`config.mk`:
```
export PLATFORM = sky130hd
export DESIGN_NAME = dpram_port_arbiter_flat
export DESIGN_NICKNAME = d
export VERILOG_FILES = /design/src/rtl/dpram_port_arbiter_if.sv /design/src/rtl/dpram_port_arbiter.sv /design/src/flat_wrapper.sv
export SDC_FILE = /design/constraint.sdc
export NUM_CORES = 1
export LEC_CHECK = 0
export BUFFER_PORTS_ARGS = -buffer_cell sky130_fd_sc_hd__buf_2
export CAP_MARGIN = 5
export CORE_ASPECT_RATIO = 2
export CORE_MARGIN = 5
export CORE_UTILIZATION = 40
export CTS_BUF_LIST = sky130_fd_sc_hd__clkbuf_8
export CTS_CLUSTER_SIZE = 25
export DETAILED_ROUTE_END_ITERATION = 6
export GPL_ROUTABILITY_DRIVEN = 1
export HOLD_SLACK_MARGIN = 0.1
export PLACE_DENSITY_LB_ADDON = 0.2
export SLEW_MARGIN = 20
export SYNTH_ARGS = -nofsm -noshare
export SYNTH_HDL_FRONTEND = slang
export SYNTH_SLANG_ARGS = --single-unit
```
`constraint.sdc`:
```
create_clock -name clk -period 2.2 [get_ports clk]
set_clock_uncertainty 0.1 [all_clocks]
set_input_delay 0.44 -clock clk [delete_from_list [all_inputs] [get_ports clk]]
set_output_delay 0.44 -clock clk [all_outputs]
set_load 0.1 [all_outputs]
```
`src/rtl/dpram_port_arbiter_if.sv`:
```
// dpram_port_arbiter_if: client request bundle plus the shared RAM port for dpram_port_arbiter
interface dpram_port_arbiter_if #(
    parameter int address_width = 10,
    parameter int data_width = 8
);
    logic [2:0] client_req;
    logic [2:0] client_wren;
    logic [3*address_width-1:0] client_address;
    logic [3*data_width-1:0] client_data;
    logic [2:0] client_ack;
    logic [data_width-1:0] client_q;
    logic [2:0] client_q_valid;
    logic ram_wren;
    logic [address_width-1:0] ram_address;
    logic [data_width-1:0] ram_data;
    logic [data_width-1:0] ram_q;
    modport slave (
        input client_req, client_wren, client_address, client_data, ram_q,
        output client_ack, client_q, client_q_valid, ram_wren, ram_address, ram_data
    );
    modport master (
        output client_req, client_wren, client_address, client_data, ram_q,
        input client_ack, client_q, client_q_valid, ram_wren, ram_address, ram_data
    );
endinterface

```
`src/rtl/dpram_port_arbiter.sv`:
```
// dpram_port_arbiter: shares one synchronous RAM port between three clients (round-robin or fixed priority)
module dpram_port_arbiter #(
    parameter int address_width = 10,
    parameter int data_width = 8,
    parameter bit fixed_priority = 1'b0
) (
    input logic clk,
    input logic reset,
    dpram_port_arbiter_if.slave bus
);
    logic [2:0] eligible, rd_pend, rd_pend_d;
    logic [1:0] last, first, second, grant;
    always_comb begin
        eligible = bus.client_req & ~bus.client_ack;
        first = fixed_priority ? 2'd0 : (last == 2'd2 ? 2'd0 : last + 2'd1);
        second = first == 2'd2 ? 2'd0 : first + 2'd1;
        grant = eligible[first] ? first : eligible[second] ? second : (second == 2'd2 ? 2'd0 : second + 2'd1);
    end
    // read results follow the ack by two edges: one for the RAM, one to register q
    always_ff @(posedge clk) begin
        if (reset) begin
            bus.client_ack <= 3'b000;
            bus.client_q_valid <= 3'b000;
            bus.client_q <= '0;
            bus.ram_wren <= 1'b0;
            bus.ram_address <= '0;
            bus.ram_data <= '0;
            last <= 2'd2;
            rd_pend <= 3'b000;
            rd_pend_d <= 3'b000;
        end else begin
            bus.client_ack <= |eligible ? 3'b001 << grant : 3'b000;
            bus.ram_wren <= |eligible && bus.client_wren[grant];
            rd_pend <= (|eligible && !bus.client_wren[grant]) ? 3'b001 << grant : 3'b000;
            rd_pend_d <= rd_pend;
            bus.client_q_valid <= rd_pend_d;
            if (|eligible) begin
                bus.ram_address <= bus.client_address[grant*address_width +: address_width];
                bus.ram_data <= bus.client_data[grant*data_width +: data_width];
                last <= grant;
            end
            if (|rd_pend_d) bus.client_q <= bus.ram_q;
        end
    end
endmodule

```
`src/flat_wrapper.sv`:
```
// flat-port wrapper written by rule: the top's interface ports become plain ports
module dpram_port_arbiter_flat 
#(
    parameter int address_width = 10,
    parameter int data_width = 8,
    parameter bit fixed_priority = 1'b0
)
  (clk, reset, bus_client_req, bus_client_wren, bus_client_address, bus_client_data, bus_ram_q, bus_client_ack, bus_client_q, bus_client_q_valid, bus_ram_wren, bus_ram_address, bus_ram_data);
  dpram_port_arbiter_if #(.address_width(address_width), .data_width(data_width)) bus_i ();
  input logic clk;
  input logic reset;
  input wire logic [$bits(bus_i.client_req)-1:0] bus_client_req;
  input wire logic [$bits(bus_i.client_wren)-1:0] bus_client_wren;
  input wire logic [$bits(bus_i.client_address)-1:0] bus_client_address;
  input wire logic [$bits(bus_i.client_data)-1:0] bus_client_data;
  input wire logic [$bits(bus_i.ram_q)-1:0] bus_ram_q;
  output wire logic [$bits(bus_i.client_ack)-1:0] bus_client_ack;
  output wire logic [$bits(bus_i.client_q)-1:0] bus_client_q;
  output wire logic [$bits(bus_i.client_q_valid)-1:0] bus_client_q_valid;
  output wire logic [$bits(bus_i.ram_wren)-1:0] bus_ram_wren;
  output wire logic [$bits(bus_i.ram_address)-1:0] bus_ram_address;
  output wire logic [$bits(bus_i.ram_data)-1:0] bus_ram_data;
  assign bus_i.client_req = bus_client_req;
  assign bus_i.client_wren = bus_client_wren;
  assign bus_i.client_address = bus_client_address;
  assign bus_i.client_data = bus_client_data;
  assign bus_i.ram_q = bus_ram_q;
  assign bus_client_ack = bus_i.client_ack;
  assign bus_client_q = bus_i.client_q;
  assign bus_client_q_valid = bus_i.client_q_valid;
  assign bus_ram_wren = bus_i.ram_wren;
  assign bus_ram_address = bus_i.ram_address;
  assign bus_ram_data = bus_i.ram_data;
  dpram_port_arbiter #(.address_width(address_width), .data_width(data_width), .fixed_priority(fixed_priority)) u_core (.clk(clk), .reset(reset), .bus(bus_i));
endmodule
```
==> key figures, run 1 <==
Run status
  – Status: complete, no violations

Floorplan
  – Std-Cell Rows: 35
  – Starting density of the core: 40.3%
  – Ports: 103
  – Die span in x: 57.9 µm
  – Core Box Area: 4550 µm²
  – Die Y: 106 µm
  – Die area: 6130 µm²

Power
  – PwrDens: 943 nW/µm²
  – Leak pwr: 0.00124 µW
  – Total power: 2350 µW
  – Clk pwr share: 19.9%
  – Switch share: 44.8%
  – Power Internal: 1300 µW
  – Switch Pwr: 1050 µW
  – Logic gate share of total power: 43.3%
  – Max IR drop VDD: 487 µV
  – Seq pwr share: 36.8%

Drt
  – Vias per cell: 5.07
  – Routed WL: 5.09 mm
  – Drt wl/cell: 14.1 µm
  – Antenna viol nets, final: 0
  – Pre-antenna DRT Iters: 4
  – Vias: 1836
  – First DRT Iteration DRCs: 20
  – DRC violations left: 0

Global route
  – Vias in the first global route: 1895
  – Pin count of the biggest net entering global routing: 22
  – Initial antenna violation count: 0
  – Grt total ovfl: 0
  – Gr usage total: 17.1%
  – First-pass GRT wire length: 8.22 mm

Synthesis
  – Sequential element share of the synthesized area: 44.7%
  – Leading cell types by count after synthesis: nor2_1 (47), dfxtp_1 (41), a21oi_1 (18), nor3_1 (18), nor2b_1 (11)
  – Syn nets: 273
  – YS warnings: 0
  – Post-synthesis xor/xnor area fraction: 0%
  – Post-synth EDFFs: 0
  – Compound-Gate Fraction of Synth Area: 21.6%
  – Most frequent cell after synthesis: nor2_1
  – Simple-gate area share of the yosys netlist: 24.0%
  – FF+latch count, synth: 41
  – Synth Instances: 203
  – Synth area leaders: dfxtp_1 (45%), nor2_1 (9.6%), a221oi_2 (8.2%)
  – Synthesized area: 1840 µm²
  – Cell variety after synth: 31
  – Adder-cell area share of the yosys netlist: 0%
  – Yosys top cell by area: dfxtp_1
  – Syn_area_per_cell: 9.05 µm²
  – Largest family of logic cells by synthesized area: simple AND/OR/NAND/NOR gates
  – Post-synth top flop: dfxtp_1
  – Synth async-reset ratio: 0%
  – Multiplexer share of the synthesized area: 4.36%
  – Post-synth top area share: 44.7%

Worst setup path
  – Delay-heaviest family, CP: compound AO/OA/AOI/OAI gates
  – Setup crit start kind: flip-flop
  – CP arrival: 1970 ps
  – CP max-delay cell: o31ai_4
  – CP Data Required Time: 2310 ps
  – Setup crit end kind: flip-flop
  – Critical path class: reg2reg
  – Crit-path cells: nand2b_1, o31ai_4, buf_4, a221oi_2, nor3_1
  – Flop-to-flop setup slack: 340 ps
  – Bufs and invs on worst path: 1
  – Worst Path Max Fanout: 13
  – Crit path largest cell delay: 550 ps

Placed design
  – DP Area: 2410 µm²
  – Gpl congestion: 0.739
  – Port Buf Inserts: 102
  – DP HPWL: 4.09 mm
  – Pre-CTS setup slack: 172 ps

Cells and area
  – Nets: 376
  – Design area: 2490 µm²
  – Area Growth Syn to Fin: 35.8%
  – Fraction of layout cells with a size suffix above 1: 44.6%
  – Ant diodes: 0

Timing
  – Worst hold margin: 236 ps
  – Slew @ Worst Pin: 572 ps
  – Final setup slack of the worst path: 339 ps
  – Fin Setup TNS: 0 ps
  – FMAX: 537 MHz
  – Max_slew headroom: 61.9%
  – RSZ-0062 raised after global routing: no
  – Post-layout min period: 1860 ps
  – Final setup vio count: 0
  – Max Slew Vio Count: 0
  – Count of final hold-check violations: 0
  – Tcrit/Tclk final: 84.6%

Clock tree
  – H-tree depth: 2
  – # hold bufs at CTS: 0
  – CTS Root Cell: clkbuf_8
  – Worst-path clk slew: 80 ps
  – Num CTS Buffers: 5
  – Worst-Skew Late Latency: 280 ps
  – Clock Sinks: 41
  – Gates resized, CTS repair: 0
  – CTS tree: built
  – Bufs on Longest Clock Path: 2
  – Post-CTS Setup Repair Bufs: 0

Worst hold path
  – Hold Crit Class: in2reg

Flow run
  – Max-Cap Viols: 0
==> worst register-to-register path, cell delays in order, from the launching register on <==
cell and delay (ps):
dfxtp_1 310, nand2b_1 290, o31ai_4 550, buf_4 300, a221oi_2 80, nor3_1 170
==> cells by family after synthesis <==
logic type             count (synthesis)
AOI/OAI and AO/OA                     46
DFF                                   41
and+or+nand+nor                       91
buffers and inverters                 17
muxes                                  8
==> cell usage in the layout, fill, tap and decap left out, types with 2 or more instances in the layout <==
| cell type | instances |
|---|---|
| a21oi_1 | 18 |
| and2_1 | 3 |
| nor2b_1 | 11 |
| nor3b_1 | 2 |
| mux2i_1 | 8 |
| a22o_1 | 2 |
| nor3_1 | 18 |
| nand2b_1 | 2 |
| clkbuf_8 | 5 |
| nand3_1 | 2 |
| a221oi_2 | 10 |
| a221oi_1 | 8 |
| clkinv_2 | 2 |
| dfxtp_1 | 39 |
| nor2_1 | 47 |
| dfxtp_2 | 2 |
| buf_2 | 102 |
| o21ai_0 | 2 |
| buf_4 | 10 |
==> per-stage QoR <==
stage | std cells | util (%)
after floorplan | 203 | -
after detailed placement | 354 | 52.9
after global routing | 362 | 54.8
after CTS | 362 | 54.8
final | 362 | 54.8
after global placement | 354 | 52.9
==> flip-flops by register name, indices dropped and copies added (netlist names) <==
register / flops
u_core.bus.ram_address: 10
u_core.bus.ram_data: 8
u_core.last: 2
u_core.bus.client_q: 8
u_core.rd_pend: 3
u_core.rd_pend_d: 3
u_core.bus.ram_wren: 1
u_core.bus.client_ack: 3
u_core.bus.client_q_valid: 3
==> final timing paths <==
kind                             from                         to  depth (start not counted)
max reg2reg  u_core.bus.client_ack[2]  u_core.bus.ram_address[9]                          5
max          u_core.bus.client_ack[2]  u_core.bus.ram_address[9]                          5
min reg2reg         u_core.rd_pend[2]        u_core.rd_pend_d[2]                          1
min                bus_client_wren[0]          u_core.rd_pend[0]                          2
==> cell type report <==
class	instances	area, µm²
clock buffer	5	68.8
clock inverter	3	17.5
fill	466	2060
inverter	1	3.75
multi-input combinational	145	927
sequential	41	823
tap	55	68.8
timing repair buffer	112	586
==> metal layers <==
| metal | track usage (%) | part of all wire [%] | vias to the layer above |
|---|---|---|---|
| met3 | 4.53 | 8.5 | 8 |
| li1 | - | - | 927 |
| met4 | 7.30 | 1.9 | 0 |
| met5 | 0 | 0 | - |
| met1 | 15.5 | 34 | 827 |
| met2 | 33.2 | 56 | 74 |
==> power groups by stage <==
| stage | clock (µW) | combinational (µW) | sequential (µW) |
|---|---|---|---|
| 2_1_floorplan | 0 | 331 | 1370 |
| 3_3_place_gp | 0 | 1020 | 881 |
| 3_5_place_dp | 0 | 1030 | 882 |
| 4_1_cts | 495 | 1030 | 866 |
| 5_1_grt | 521 | 1080 | 875 |
| 6_report | 469 | 1020 | 865 |
Note: power is estimated with default switching activity, not from simulation.
==> run 2, diff against run 1 <==
==> constraint.sdc (replaced) <==
create_clock -name clk -period 1.7 [get_ports clk]
set_clock_uncertainty 0.1 [all_clocks]
set_input_delay 0.34 -clock clk [delete_from_list [all_inputs] [get_ports clk]]
set_output_delay 0.34 -clock clk [all_outputs]
set_load 0.1 [all_outputs]
==> run 2 against run 1 <==
Against the previous run: design area is 4.8% higher; via count is 0.87% lower; combinational power increased by 34%; routed wire length shrank 3.5%; critical path depth up 1; non-clock buffer count grew 7; critical path type unchanged; critical endpoint is now u_core.bus.ram_address[8]; largest power group unchanged; highest routed layer unchanged.
==> key figures, run 2 (synthesized netlist as in run 1, its figures left out) <==
Run status
  – Status: complete, no violations

Clock tree
  – CTS Root Cell: clkbuf_8
  – Worst-path clk slew: 80 ps
  – Bufs on Longest Clock Path: 2
  – CTS tree: built
  – Worst-Skew Late Latency: 290 ps
  – H-tree depth: 2
  – Clock Sinks: 41
  – Post-CTS Setup Repair Bufs: 0
  – # hold bufs at CTS: 0
  – Num CTS Buffers: 5

Cells and area
  – Ant diodes: 0
  – Largest register FFs: 10
  – Most frequent cells in the layout: buf_2 (102), nor2_1 (47), dfxtp_1 (37)
  – Multi-input logic area: 965 µm²
  – Nets: 383
  – Design area: 2610 µm²
  – Biggest regs: u_core.bus.ram_address x10, u_core.bus.client_q x8, u_core.bus.ram_data x8
  – FF+latch area: 833 µm²
  – Area Growth Syn to Fin: 42.3%
  – Reg with most FFs: u_core.bus.ram_address
  – Fraction of layout cells with a size suffix above 1: 48.7%
  – Most common cell after layout, fill and taps aside: buf_2
  – Fill cell count: 455

Worst setup path
  – Delay-heaviest family, CP: compound AO/OA/AOI/OAI gates
  – Setup crit start kind: flip-flop
  – CP max-delay cell: dfxtp_4
  – CP Data Required Time: 1780 ps
  – Crit path largest cell delay: 360 ps
  – Critical path class: reg2reg
  – Worst path most repeated cell: a22o_1
  – CP arrival: 1720 ps
  – Worst Path Max Fanout: 8
  – Setup crit end kind: flip-flop
  – Crit-path cells: nand2b_4, a22o_1, a22o_1, buf_4, a221oi_1, nor3_1
  – Bufs and invs on worst path: 1

Floorplan
  – Die Y: 106 µm
  – Die span in x: 57.9 µm
  – Die area: 6130 µm²
  – Starting density of the core: 40.3%
  – Core Box Area: 4550 µm²
  – Std-Cell Rows: 35
  – Ports: 103

Placed design
  – Port Buf Inserts: 102
  – DP Area: 2480 µm²
  – DP HPWL: 4.10 mm
  – Gpl congestion: 0.735
  – Pre-CTS setup slack: -94.5 ps

Timing
  – FMAX: 610 MHz
  – RSZ-0062 raised after global routing: yes
  – Max_slew headroom: 67.2%
  – Post-layout min period: 1640 ps
  – Final setup vio count: 0
  – Count of final hold-check violations: 0
  – Max Slew Vio Count: 0
  – Tcrit/Tclk final: 96.5%
  – Final setup slack of the worst path: 60.0 ps
  – Slew @ Worst Pin: 496 ps
  – Fin Setup TNS: 0 ps

Global route
  – Grt total ovfl: 0
  – Gr usage total: 16.3%
  – First-pass GRT wire length: 7.86 mm
  – Initial antenna violation count: 0
  – Vias in the first global route: 1865
  – Pin count of the biggest net entering global routing: 23

Power
  – PwrDens: 1200 nW/µm²
  – Leak pwr: 0.00130 µW
  – Max IR drop VDD: 642 µV

Worst hold path
  – Hold Crit Class: in2reg

Drt
  – Antenna viol nets, final: 0
  – Drt wl/cell: 13.3 µm
  – Routed WL: 4.92 mm
  – Vias per cell: 4.93
  – Pre-antenna DRT Iters: 4
  – Vias: 1820
  – First DRT Iteration DRCs: 21
  – DRC violations left: 0

Flow run
  – Max-Cap Viols: 0
-- run 2: worst register-to-register path: stages (launching register included) --
cell and delay [ps]:
dfxtp_4 360, nand2b_4 150, a22o_1 190, a22o_1 220, buf_4 180, a221oi_1 250, nor3_1 80
-- run 2: what timing repair did --
action,CTS,global route
endpoints found under the setup margin,9,10
gates resized for setup,2,6
pin swaps,0,0
hold endpoints to repair,0,0
-- run 2: area by class of cell --
class | instances | share of cell area (%)
Clock buffer | 5 | 2.63
Clock inverter | 3 | 0.910
Sequential cell | 41 | 31.9
Timing Repair Buffer | 119 | 24.9
Inverter | 1 | 0.144
Tap cell | 55 | 2.63
Multi-Input combinational cell | 145 | 36.9
-- run 2: final timing paths --
| path | start | cells past startpoint | end | slack (ps) |
|---|---|---|---|---|
| setup / recovery | u_core.bus.client_ack[1] | 6 | u_core.bus.ram_address[8] | 60 |
| hold / removal | bus_client_wren[0] | 2 | u_core.rd_pend[0] | 140 |
| setup reg to reg | u_core.bus.client_ack[1] | 6 | u_core.bus.ram_address[8] | 60 |
| hold reg to reg | u_core.rd_pend[0] | 1 | u_core.rd_pend_d[0] | 340 |
-- run 2: power by group --
group / internal (µW) / switching (µW) / leakage (µW) / total (µW)
Clock: 297 / 350 / 0.0000491 / 647
Sequential: 1060 / 54.0 / 0.000340 / 1120
Combinational: 378 / 997 / 0.000913 / 1370
Total: 1740 / 1400 / 0.00130 / 3140
-- run 2: metal layers --
metal,global-route usage [%],share of wire [%]
met1,13.7,33
met2,32.7,56
met3,5.15,8.6
met4,6.63,2.4
met5,0,0
-- run 2: stage by stage --
stage	power, µW	hold slack, ps	utilization, %	cells
4_1_cts	3170	108	56.7	369
3_3_place_gp	2500	317	54.5	361
6_report	3140	136	57.4	369
3_5_place_dp	2510	323	54.5	361
2_1_floorplan	2210	312	-	203
5_1_grt	3300	126	57.4	369
==> run 3, diff against run 2 <==
--- a/config.mk
+++ b/config.mk
@@ -7,7 +7,7 @@
 export LEC_CHECK = 0
 export BUFFER_PORTS_ARGS = -buffer_cell sky130_fd_sc_hd__buf_2
 export CAP_MARGIN = 5
-export CORE_ASPECT_RATIO = 2
+export CORE_ASPECT_RATIO = 1.2
 export CORE_MARGIN = 5
 export CORE_UTILIZATION = 40
 export CTS_BUF_LIST = sky130_fd_sc_hd__clkbuf_8
@@ -16,7 +16,6 @@
 export GPL_ROUTABILITY_DRIVEN = 1
 export HOLD_SLACK_MARGIN = 0.1
 export PLACE_DENSITY_LB_ADDON = 0.2
-export SLEW_MARGIN = 20
 export SYNTH_ARGS = -nofsm -noshare
 export SYNTH_HDL_FRONTEND = slang
 export SYNTH_SLANG_ARGS = --single-unit
==> run 3 against run 2 <==
Against the previous run: first-iteration DRC count increased by 130%; die area decreased by 1.2%; sequential power about the same; fmax decreased by 1.1%; via count increased by 3.0%; count of clock-buffer cells in the layout unchanged; design area increased by 1.1%; worst setup slack got worse by 19 ps; clock power decreased by 5.1%; power about the same; highest routed layer unchanged.
==> key figures, run 3 (synthesized netlist as in run 1, its figures left out) <==
Run status
  – Status: complete, no violations

Clock tree
  – Num CTS Buffers: 5
  – H-tree depth: 2
  – CTS Root Cell: clkbuf_8
  – Bufs on Longest Clock Path: 2
  – # hold bufs at CTS: 0
  – Worst-Skew Late Latency: 290 ps
  – Worst-path clk slew: 80 ps
  – CTS tree: built
  – Clock Sinks: 41

Power
  – Max IR drop VDD: 511 µV
  – PwrDens: 1190 nW/µm²
  – Leak pwr: 0.00132 µW

Timing
  – Fin Setup TNS: 0 ps
  – Max Slew Vio Count: 0
  – FMAX: 603 MHz
  – Post-layout min period: 1660 ps
  – Final setup slack of the worst path: 41.5 ps
  – Worst hold margin: 127 ps
  – Final setup vio count: 0
  – Max_slew headroom: 66.9%
  – Tcrit/Tclk final: 97.6%
  – Count of final hold-check violations: 0
  – RSZ-0062 raised after global routing: yes
  – Slew @ Worst Pin: 500 ps

Cells and area
  – Fill cell count: 437
  – Reg with most FFs: u_core.bus.ram_address
  – Area Growth Syn to Fin: 43.9%
  – Utilization after layout: 58.4%
  – Fraction of layout cells with a size suffix above 1: 48.1%
  – Ant diodes: 0
  – FF+latch area: 833 µm²
  – Most frequent cells in the layout: buf_2 (102), nor2_1 (47), dfxtp_1 (37)
  – Biggest regs: u_core.bus.ram_address x10, u_core.bus.client_q x8, u_core.bus.ram_data x8
  – Largest register FFs: 10
  – Nets: 387
  – Multi-input logic area: 942 µm²
  – Most common cell after layout, fill and taps aside: buf_2
  – Design area: 2640 µm²

Placed design
  – DP HPWL: 3.97 mm
  – Pre-CTS setup slack: -106 ps
  – DP Area: 2510 µm²
  – Port Buf Inserts: 102
  – Gpl congestion: 0.745

Floorplan
  – Die span in x: 71.9 µm
  – Core Box Area: 4530 µm²
  – Ports: 103
  – Std-Cell Rows: 27
  – Die Y: 84.2 µm
  – Starting density of the core: 40.6%
  – Die area: 6050 µm²

Global route
  – Initial antenna violation count: 0
  – Pin count of the biggest net entering global routing: 19
  – Gr usage total: 16.5%
  – Grt total ovfl: 0
  – Vias in the first global route: 1822
  – First-pass GRT wire length: 8.06 mm

Worst setup path
  – CP arrival: 1740 ps
  – Setup crit start kind: flip-flop
  – Critical path class: reg2reg
  – Setup crit end kind: flip-flop
  – Worst Path Max Fanout: 10
  – CP Data Required Time: 1780 ps
  – Flop-to-flop setup slack: 40 ps

Worst hold path
  – Hold Crit Class: in2reg

Drt
  – First DRT Iteration DRCs: 49
  – Pre-antenna DRT Iters: 4
  – DRC violations left: 0
  – Vias: 1875
  – Antenna viol nets, final: 0
  – Vias per cell: 4.99
  – Drt wl/cell: 13.3 µm
  – Routed WL: 5.00 mm

Flow run
  – Max-Cap Viols: 0
-- run 3: changes by cell type in the layout (fill, tap and decap cells not counted), moves of 2 or more --
cell,change
buf_12,+2
buf_4,+2
a221oi_2,-3
clkinv_2,+2
a221oi_1,+3
-- run 3: what timing repair did --
item,CTS,global route
setup buffers,0,3
endpoints found under the setup margin,0,22
resized for setup,0,6
-- run 3: worst paths after layout --
kind / cells after the start / end / start
min reg2reg: 1 / u_core.rd_pend_d[2] / u_core.rd_pend[2]
min: 2 / u_core.rd_pend[0] / bus_client_wren[0]
max reg2reg: 6 / u_core.bus.ram_address[5] / u_core.bus.client_ack[1]
max: 6 / u_core.bus.ram_address[5] / u_core.bus.client_ack[1]
-- run 3: area by class of cell --
type	instances	area share, %
inverter	1	0.142
multi-input combinational	145	35.6
tap	58	2.74
clock inverter	3	0.663
clock buffer	5	2.60
sequential	41	31.5
timing repair buffer	123	26.7
-- run 3: report_power, final --
group / internal (µW) / switching [µW] / leakage (µW)
registers: 1060 / 50.5 / 0.000340
clock network: 283 / 331 / 0.0000439
logic: 405 / 1010 / 0.000932
total: 1750 / 1390 / 0.00132
-- run 3: worst max-delay path, stage by stage, from the launching register on --
cell	delay (ps)
dfxtp_4	350
nand2b_4	140
a22o_1	200
a22o_1	230
buf_4	210
a221oi_2	250
nor3_1	60
-- run 3: per-stage QoR --
stage / cells / power (µW)
floorplan: 203 / 2210
global placement: 365 / 2510
detailed placement: 365 / 2530
CTS: 373 / 3150
global route: 376 / 3300
finish: 376 / 3140
-- run 3: metal layers --
metal | up-vias | track usage, % | wire length (µm)
met5 | - | 0 | 0
met4 | 0 | 3.93 | 44
met3 | 6 | 5.87 | 466
met2 | 70 | 30.4 | 2550
met1 | 849 | 17.6 | 1940
li1 | 950 | - | -
